<file path="src/rtl/serial_add_ctrl_if.sv">
// Operand/opcode request and result bus for serial_add_ctrl; zero/overflow exist only with SERIAL_ADD_FLAGS_EN.
// Master issues start with operands; slave answers with busy, a done pulse and held result/carry_out.
interface serial_add_ctrl_if #(
  parameter int WIDTH = 4
);
  logic             start;
  logic [WIDTH-1:0] op_a;
  logic [WIDTH-1:0] op_b;
  logic             sub;
  logic             busy;
  logic             done;
  logic [WIDTH-1:0] result;
  logic             carry_out;
`ifdef SERIAL_ADD_FLAGS_EN
  logic             zero;
  logic             overflow;

  modport master (output start, op_a, op_b, sub,
                  input  busy, done, result, carry_out, zero, overflow);
  modport slave  (input  start, op_a, op_b, sub,
                  output busy, done, result, carry_out, zero, overflow);
`else
  modport master (output start, op_a, op_b, sub,
                  input  busy, done, result, carry_out);
  modport slave  (input  start, op_a, op_b, sub,
                  output busy, done, result, carry_out);
`endif
endinterface

</file>
<file path="src/rtl/serial_add_ctrl.sv">
// Bit-serial add/sub around a single add1 cell; SERIAL_ADD_FLAGS_EN adds zero/overflow outputs.
// Latency WIDTH+1 cycles start->done; no backpressure, start is ignored while busy.
module add1 (
  input  logic a,
  input  logic b,
  input  logic carry_in,
  output logic out,
  output logic carry_out
);
  assign out       = a ^ b ^ carry_in;
  assign carry_out = (a & b) | (carry_in & (a ^ b));
endmodule

module serial_add_ctrl #(
  parameter int WIDTH = 4
) (
  input  logic            clk,
  input  logic            rst,
  serial_add_ctrl_if.slave bus
);
  localparam int CNT_W = $clog2(WIDTH);
  localparam logic [CNT_W-1:0] CNT_LAST = CNT_W'(WIDTH - 1);

  typedef enum logic [1:0] {IDLE, RUN, DONE} state_t;

  state_t           state_q, state_d;
  logic [CNT_W-1:0] cnt_q, cnt_d;
  logic [WIDTH-1:0] a_sh_q, a_sh_d;
  logic [WIDTH-1:0] b_sh_q, b_sh_d;
  logic [WIDTH-1:0] res_sh_q, res_sh_d;
  logic             carry_q, carry_d;
  logic [WIDTH-1:0] result_q, result_d;
  logic             cout_q, cout_d;
`ifdef SERIAL_ADD_FLAGS_EN
  logic             zero_q, zero_d;
  logic             ovf_q, ovf_d;
`endif

  logic             sum_bit;
  logic             sum_cout;
  logic [WIDTH-1:0] res_shift;

  add1 u_add1 (
    .a         (a_sh_q[0]),
    .b         (b_sh_q[0]),
    .carry_in  (carry_q),
    .out       (sum_bit),
    .carry_out (sum_cout)
  );

  always_comb begin
    state_d   = state_q;
    cnt_d     = cnt_q;
    a_sh_d    = a_sh_q;
    b_sh_d    = b_sh_q;
    res_sh_d  = res_sh_q;
    carry_d   = carry_q;
    result_d  = result_q;
    cout_d    = cout_q;
`ifdef SERIAL_ADD_FLAGS_EN
    zero_d    = zero_q;
    ovf_d     = ovf_q;
`endif
    res_shift = {sum_bit, res_sh_q[WIDTH-1:1]};

    case (state_q)
      RUN: begin
        a_sh_d   = a_sh_q >> 1;
        b_sh_d   = b_sh_q >> 1;
        res_sh_d = res_shift;
        carry_d  = sum_cout;
        if (cnt_q == CNT_LAST) begin
          cnt_d    = '0;
          result_d = res_shift;
          cout_d   = sum_cout;
`ifdef SERIAL_ADD_FLAGS_EN
          zero_d   = (res_shift == '0);
          // carry_q here is the carry into the MSB
          ovf_d    = carry_q ^ sum_cout;
`endif
          state_d  = DONE;
        end else begin
          cnt_d = cnt_q + CNT_W'(1);
        end
      end
      default: begin
        // IDLE and DONE both accept a new request; subtract is A + ~B + 1
        if (bus.start) begin
          a_sh_d  = bus.op_a;
          b_sh_d  = bus.op_b ^ {WIDTH{bus.sub}};
          carry_d = bus.sub;
          cnt_d   = '0;
          state_d = RUN;
        end else begin
          state_d = IDLE;
        end
      end
    endcase
  end

  always_ff @(posedge clk or posedge rst) begin
    if (rst) begin
      state_q  <= IDLE;
      cnt_q    <= '0;
      a_sh_q   <= '0;
      b_sh_q   <= '0;
      res_sh_q <= '0;
      carry_q  <= 1'b0;
      result_q <= '0;
      cout_q   <= 1'b0;
`ifdef SERIAL_ADD_FLAGS_EN
      zero_q   <= 1'b0;
      ovf_q    <= 1'b0;
`endif
    end else begin
      state_q  <= state_d;
      cnt_q    <= cnt_d;
      a_sh_q   <= a_sh_d;
      b_sh_q   <= b_sh_d;
      res_sh_q <= res_sh_d;
      carry_q  <= carry_d;
      result_q <= result_d;
      cout_q   <= cout_d;
`ifdef SERIAL_ADD_FLAGS_EN
      zero_q   <= zero_d;
      ovf_q    <= ovf_d;
`endif
    end
  end

  assign bus.busy      = (state_q == RUN);
  assign bus.done      = (state_q == DONE);
  assign bus.result    = result_q;
  assign bus.carry_out = cout_q;
`ifdef SERIAL_ADD_FLAGS_EN
  assign bus.zero      = zero_q;
  assign bus.overflow  = ovf_q;
`endif
endmodule

</file>
<file path="src/flat_wrapper.sv">
// flat-port wrapper written by rule: the top's interface ports become plain ports
module serial_add_ctrl_flat 
#(
  parameter int WIDTH = 4
)
  (clk, rst, bus_start, bus_op_a, bus_op_b, bus_sub, bus_busy, bus_done, bus_result, bus_carry_out);
  serial_add_ctrl_if #(.WIDTH(WIDTH)) bus_i ();
  input  logic clk;
  input  logic rst;
  input wire logic [$bits(bus_i.start)-1:0] bus_start;
  input wire logic [$bits(bus_i.op_a)-1:0] bus_op_a;
  input wire logic [$bits(bus_i.op_b)-1:0] bus_op_b;
  input wire logic [$bits(bus_i.sub)-1:0] bus_sub;
  output wire logic [$bits(bus_i.busy)-1:0] bus_busy;
  output wire logic [$bits(bus_i.done)-1:0] bus_done;
  output wire logic [$bits(bus_i.result)-1:0] bus_result;
  output wire logic [$bits(bus_i.carry_out)-1:0] bus_carry_out;
  assign bus_i.start = bus_start;
  assign bus_i.op_a = bus_op_a;
  assign bus_i.op_b = bus_op_b;
  assign bus_i.sub = bus_sub;
  assign bus_busy = bus_i.busy;
  assign bus_done = bus_i.done;
  assign bus_result = bus_i.result;
  assign bus_carry_out = bus_i.carry_out;
  serial_add_ctrl #(.WIDTH(WIDTH)) u_core (.clk(clk), .rst(rst), .bus(bus_i));
endmodule
</file>
<file path="config.mk">
export PLATFORM = sky130hd
export DESIGN_NAME = serial_add_ctrl_flat
export DESIGN_NICKNAME = d
export VERILOG_FILES = /design/src/rtl/serial_add_ctrl_if.sv /design/src/rtl/serial_add_ctrl.sv /design/src/flat_wrapper.sv
export SDC_FILE = /design/constraint.sdc
export NUM_CORES = 1
export LEC_CHECK = 0
export ABC_AREA = 1
export CELL_PAD_IN_SITES_DETAIL_PLACEMENT = 1
export CELL_PAD_IN_SITES_GLOBAL_PLACEMENT = 2
export CORE_MARGIN = 4
export CORE_UTILIZATION = 25
export DETAILED_ROUTE_END_ITERATION = 10
export PLACE_DENSITY_LB_ADDON = 0.1
export SYNTH_ARGS = -nofsm -noshare
export SYNTH_HDL_FRONTEND = slang
export SYNTH_SLANG_ARGS = --single-unit
</file>
<file path="constraint.sdc">
create_clock -name clk -period 1.95 [get_ports clk]
set_clock_uncertainty 0.05 [all_clocks]
set_input_delay 0.39 -clock clk [delete_from_list [all_inputs] [get_ports clk]]
set_output_delay 0.39 -clock clk [all_outputs]
set_load 0.01 [all_outputs]
</file>
# Yosys cells after proc, flatten, opt, wreduce, memory -nomap -nowiden
# Index checks and enable logic that the tools add are counted.
[op_classes] addsub=1 n_eq_ne=4 muxes=12 bitwise=6 n_reduce_logical=2
[op_table] operator="two-way mux 4 bit" count=4
[op_table] operator="two-way mux 2 bit" count=5
[op_table] operator="equality test 2 bit (second input constant)" count=2
[op_table] operator="XOR 4 bit" count=1
[op_table] operator="two-way mux 1 bit" count=3
[op_table] operator="adder 2 x 1 -> 2 bit (second input constant)" count=1
[op_table] operator="bitwise AND 1 bit" count=2
[op_table] operator="equality test 2 x 1 -> 1 bit (second input constant)" count=1
[op_table] operator="inequality test 2 x 1 -> 1 bit (second input constant)" count=1
[op_table] operator="AND reduction 2 bit" count=1
[op_table] operator="nonzero test 2 bit" count=1
[op_table] operator="XOR 1 bit" count=2
[op_table] operator="bitwise OR 1 bit" count=1
[totals] reg_bits=22 inputBits=12 out_inout_bits=7 elab_cells=33

# Logic depth before layout (Yosys ltp)
[logic_depth] ltp_word=4 depth_mapped=6 mapped_depth_nobuf=6

# Hierarchy
# From an unflattened synthesis, not the netlist that was laid out.
[hier_totals] hier_cells=113 area_unflattened_um2=947.2
[by_module_without_submodules] module="serial_add_ctrl" n_inst=1 cells_per_inst=112 area_each_um2=927.1 seq_area_each_um2=525.5
[by_module_without_submodules] module="add1" n_inst=1 cells_per_inst=1 area_each_um2=20.0 seq_area_each_um2=0.0

# Worst setup path before layout
# No wires, ideal clock.
[synth_timing] path_type="flip-flop to flip-flop" start="reg u_core.a_sh_q[0]" end="reg u_core.result_q[3] (netlist: u_core.bus.result[3])" setup_time_ns=0.083 arrival_time_ns=1.067 t_required_ns=1.817 setup_slack_ns=0.751 stages_incl_launch_ff=4 path_buffers=0 synth_period_minus_slack_ns=1.199 path_cell_list="dfrtp_1 > fa_1 > inv_1 > o21ai_0"
[synth_via] elab_chain_cells=2
[synth_lines] item="from (decl)" line="serial_add_ctrl.sv:28" source="logic [WIDTH-1:0] a_sh_q, a_sh_d;"
[synth_lines] item="from (signal assigned)" line="serial_add_ctrl.sv:118" source="a_sh_q <= a_sh_d;"
[synth_lines] item="XOR 1 bit (2 in series)" line="serial_add_ctrl.sv:10" source="assign out = a ^ b ^ carry_in;"
[synth_lines] item="via u_core.sum_bit" line="serial_add_ctrl.sv:39" source="logic sum_bit;"
[synth_lines] item="to (signal assigned)" line="serial_add_ctrl.sv:122" source="result_q <= result_d;"
[synth_lines] item="to (decl)" line="serial_add_ctrl.sv:32" source="logic [WIDTH-1:0] result_q, result_d;"
# The timed path passes the listed nets, and every way through them passes these cells.
# A chain may end at the register's enable or synchronous reset.

# Final worst setup path
[layout_timing] start="reg u_core.state_q[1]" end="out bus_done"
[layout_via] elab_chain_cells=1
[layout_lines] item="from (decl)" line="serial_add_ctrl.sv:26" source="state_t state_q, state_d;"
[layout_lines] item="from (signal assigned)" line="serial_add_ctrl.sv:116" source="state_q <= state_d;"
[layout_lines] item="equality test 2 bit" line="serial_add_ctrl.sv:132" source="assign bus.done = (state_q == DONE);"
[layout_lines] item="to (decl)" line="flat_wrapper.sv:15" source="output wire logic [$bits(bus_i.done)-1:0] bus_done;"
# No other way between the ends.

==> impl_metrics.toml <==
[route]
ant_nets = 0
dr.first_iter.drc_count = 17
vias_per_cell = 4.25
wl_per_cell_um = 11.2
routed.top_layer = "met4"
drc_errors = 0
drt-met1-wl_um = 957
wl_met2_um = 997
routed_wl_mm = 2.06
wl_met3_um = 69
num_vias = 782
dr.pass1.iters = 2

[setup_path]
crit_start = "u_core.state_q[1]"
timing.critical_path.slowest_stage_cell = "clkdlybuf4s50_1"
max_stage_delay_ns = 0.54
arrival_ns = 1.40
regToRegSetupSlack_ns = 0.55
cp_data_required_time_ns = 1.51
start_kind = "flip-flop"
crit_type = "reg -> out"
path_max_fanout = 3
cp_num_buf_inv = 2
r2r.worst_path.cells = 6
path_delay_family = "buffers and inverters"
critPathCaptureType = "output pin"
r2r-end = "u_core.b_sh_q[3]"
regToRegStartpoint = "u_core.state_q[1]"
crit_chain = "inv_1 > nor2_1 > clkdlybuf4s50_1"

[logic_synthesis]
synth_fp_nets = 128
synth_seq_cells = 21
synth_area_per_cell_um2 = 8.47
ys_seq_area_share_pct = 54.4
syn-instance-count = 114
synthDistinctLibCells = 14
yosysWarnings = 0
synth.cell_area_um2 = 966

[clock_network]
h-tree-depth = 1
clockBufferDepth = 2
cts_buffers = 3
cts_tree = "done"
clock_latency_ns = 0.26
cts.sinks = 21
ctsResizeCount = 0
cts.clk_slew.worst_paths_ns = 0.07
post-cts-setup-buffers = 0
hold_buffers = 0
root_buffer = "clkbuf_8"

[global_route]
globalRouteOverflowTotal = 0
grt_max_degree = 22
track_usage_pct = 9.38
grt_pass1_vias = 851
antenna_found_initial = 0
grt_pass1_wl_mm = 3.75

[min_path]
min_path_type = "in -> async"

[pwr]
powerDensity_mw_per_mm2 = 1340
ir_worst_vdd_mv = 0.268
leakage_uw = 0.000634

[layout]
antenna_cells = 0
mostFrequentLayoutCell = "nand2_1"
area_growth_pct = 29.7
drive_above_1_share_pct = 6.62
final_cell_mix = "48 x nand2_1, 20 x dfrtp_1, 18 x clkdlybuf4s50_1"
final_nets = 151

[floorplan]
rows = 22
core_area_mm2 = 0.00369
die_h_um = 70.2
dieWidth_um = 70.2
dieArea_mm2 = 0.00492
ios = 19
initial_core_util_pct = 26.2

[timing]
fin_tns_setup_ns = 0
period_share_pct = 94.5
finalCriticalPeriod_ns = 1.84
slew_headroom_pct = 69.3
worstMarginPinSlew_ns = 0.460
max_clock_freq_mhz = 543
setup_viol = 0
rsz0062_at_grt = "false"
drv_slew = 0
hold_viol_final = 0
hold_ws_ns = 0.408

[placed_design]
numPortBuffers = 18
gp_congestion = 0.713
dp_hpwl_mm = 1.62

[job]
cap_viol_max_count = 0

[run_status]
status = "finished clean"
layer usage:
metal  global-route usage (%)  vias up
met4                     3.83        0
met1                     12.2      366
li1                         -      396
met5                        0        -
met3                     2.16        5
met2                     14.9       15
cell usage after synthesis:
master,instances,share of area [%]
nand2_4,1,1.2
nand2_1,48,19
nor2_4,1,1.2
nand3_1,15,7.8
fa_1,1,2.1
dfrtp_1,21,54
o21ai_0,6,3.1
buf_4,2,1.6
ha_1,1,1.3
inv_1,12,4.7
nor2_1,3,1.2
a21oi_4,1,1.7
clkinv_1,1,0.39
xor2_1,1,0.91
layout make-up:
type	count	area, um^2
multi-input cells	78	377
flip-flops and latches	21	527
repair buffers	20	195
clock buffers	4	45.0
inverters	13	48.8
fillers	472	2440
well taps	48	60.1
cell families (layout without fill, tap and decap cells):
group                    count (synthesis)  in the layout  synth area share (%)
AO/OA/AOI/OAI                            7              7                  4.79
adder cells (fa/ha/maj)                  2              2                  3.37
AND/OR/NAND/NOR                         68             68                  29.9
flip-flops                              21             21                  54.4
buffers and inverters                   15             37                  6.61
XOR/XNOR                                 1              1                 0.907
power breakdown:
part | total, uW | leakage [uW] | internal [uW] | switching (uW)
Clock | 281 | 0.0000228 | 145 | 136
Combinational | 676 | 0.000341 | 297 | 378
Sequential | 724 | 0.000269 | 614 | 110
how the worst max path moves through the flow:
stage | to | slack, ns | cells past startpoint
after floorplan | u_core.bus.result[3] | 0.75 | 3
after global placement | u_core.b_sh_q[1] | 0.24 | 5
after detailed placement | u_core.a_sh_q[1] | 0.20 | 5
after CTS | bus_busy | 0.06 | 3
after global routing | bus_done | 0.04 | 3
final | bus_done | 0.11 | 3
flip-flops by register name, indices dropped and copies added (netlist names):
register	flops
u_core.state_q	2
u_core.bus.carry_out	1
u_core.a_sh_q	4
u_core.b_sh_q	4
u_core.res_sh_q	3
u_core.cnt_q	2
u_core.bus.result	4
u_core.carry_q	1
per-stage QoR:
stage | area (um^2) | worst slack (ns) | std cells | total power, uW | util (%)
global route | 1250 | 0.0382 | 184 | 1850 | 34.0
floorplan | 966 | 0.751 | 114 | 1170 | -
CTS | 1250 | 0.0616 | 184 | 1730 | 33.9
finish | 1250 | 0.108 | 184 | 1680 | 34.0
global placement | 1210 | 0.243 | 180 | 1410 | 32.7
detailed placement | 1210 | 0.200 | 180 | 1440 | 32.7
tightest hold or removal path, delay by kind of cell:
kind | cells | cell delay [ns]
buf+inv | 3 | 0.71
(Power assumes the default switching activity.)
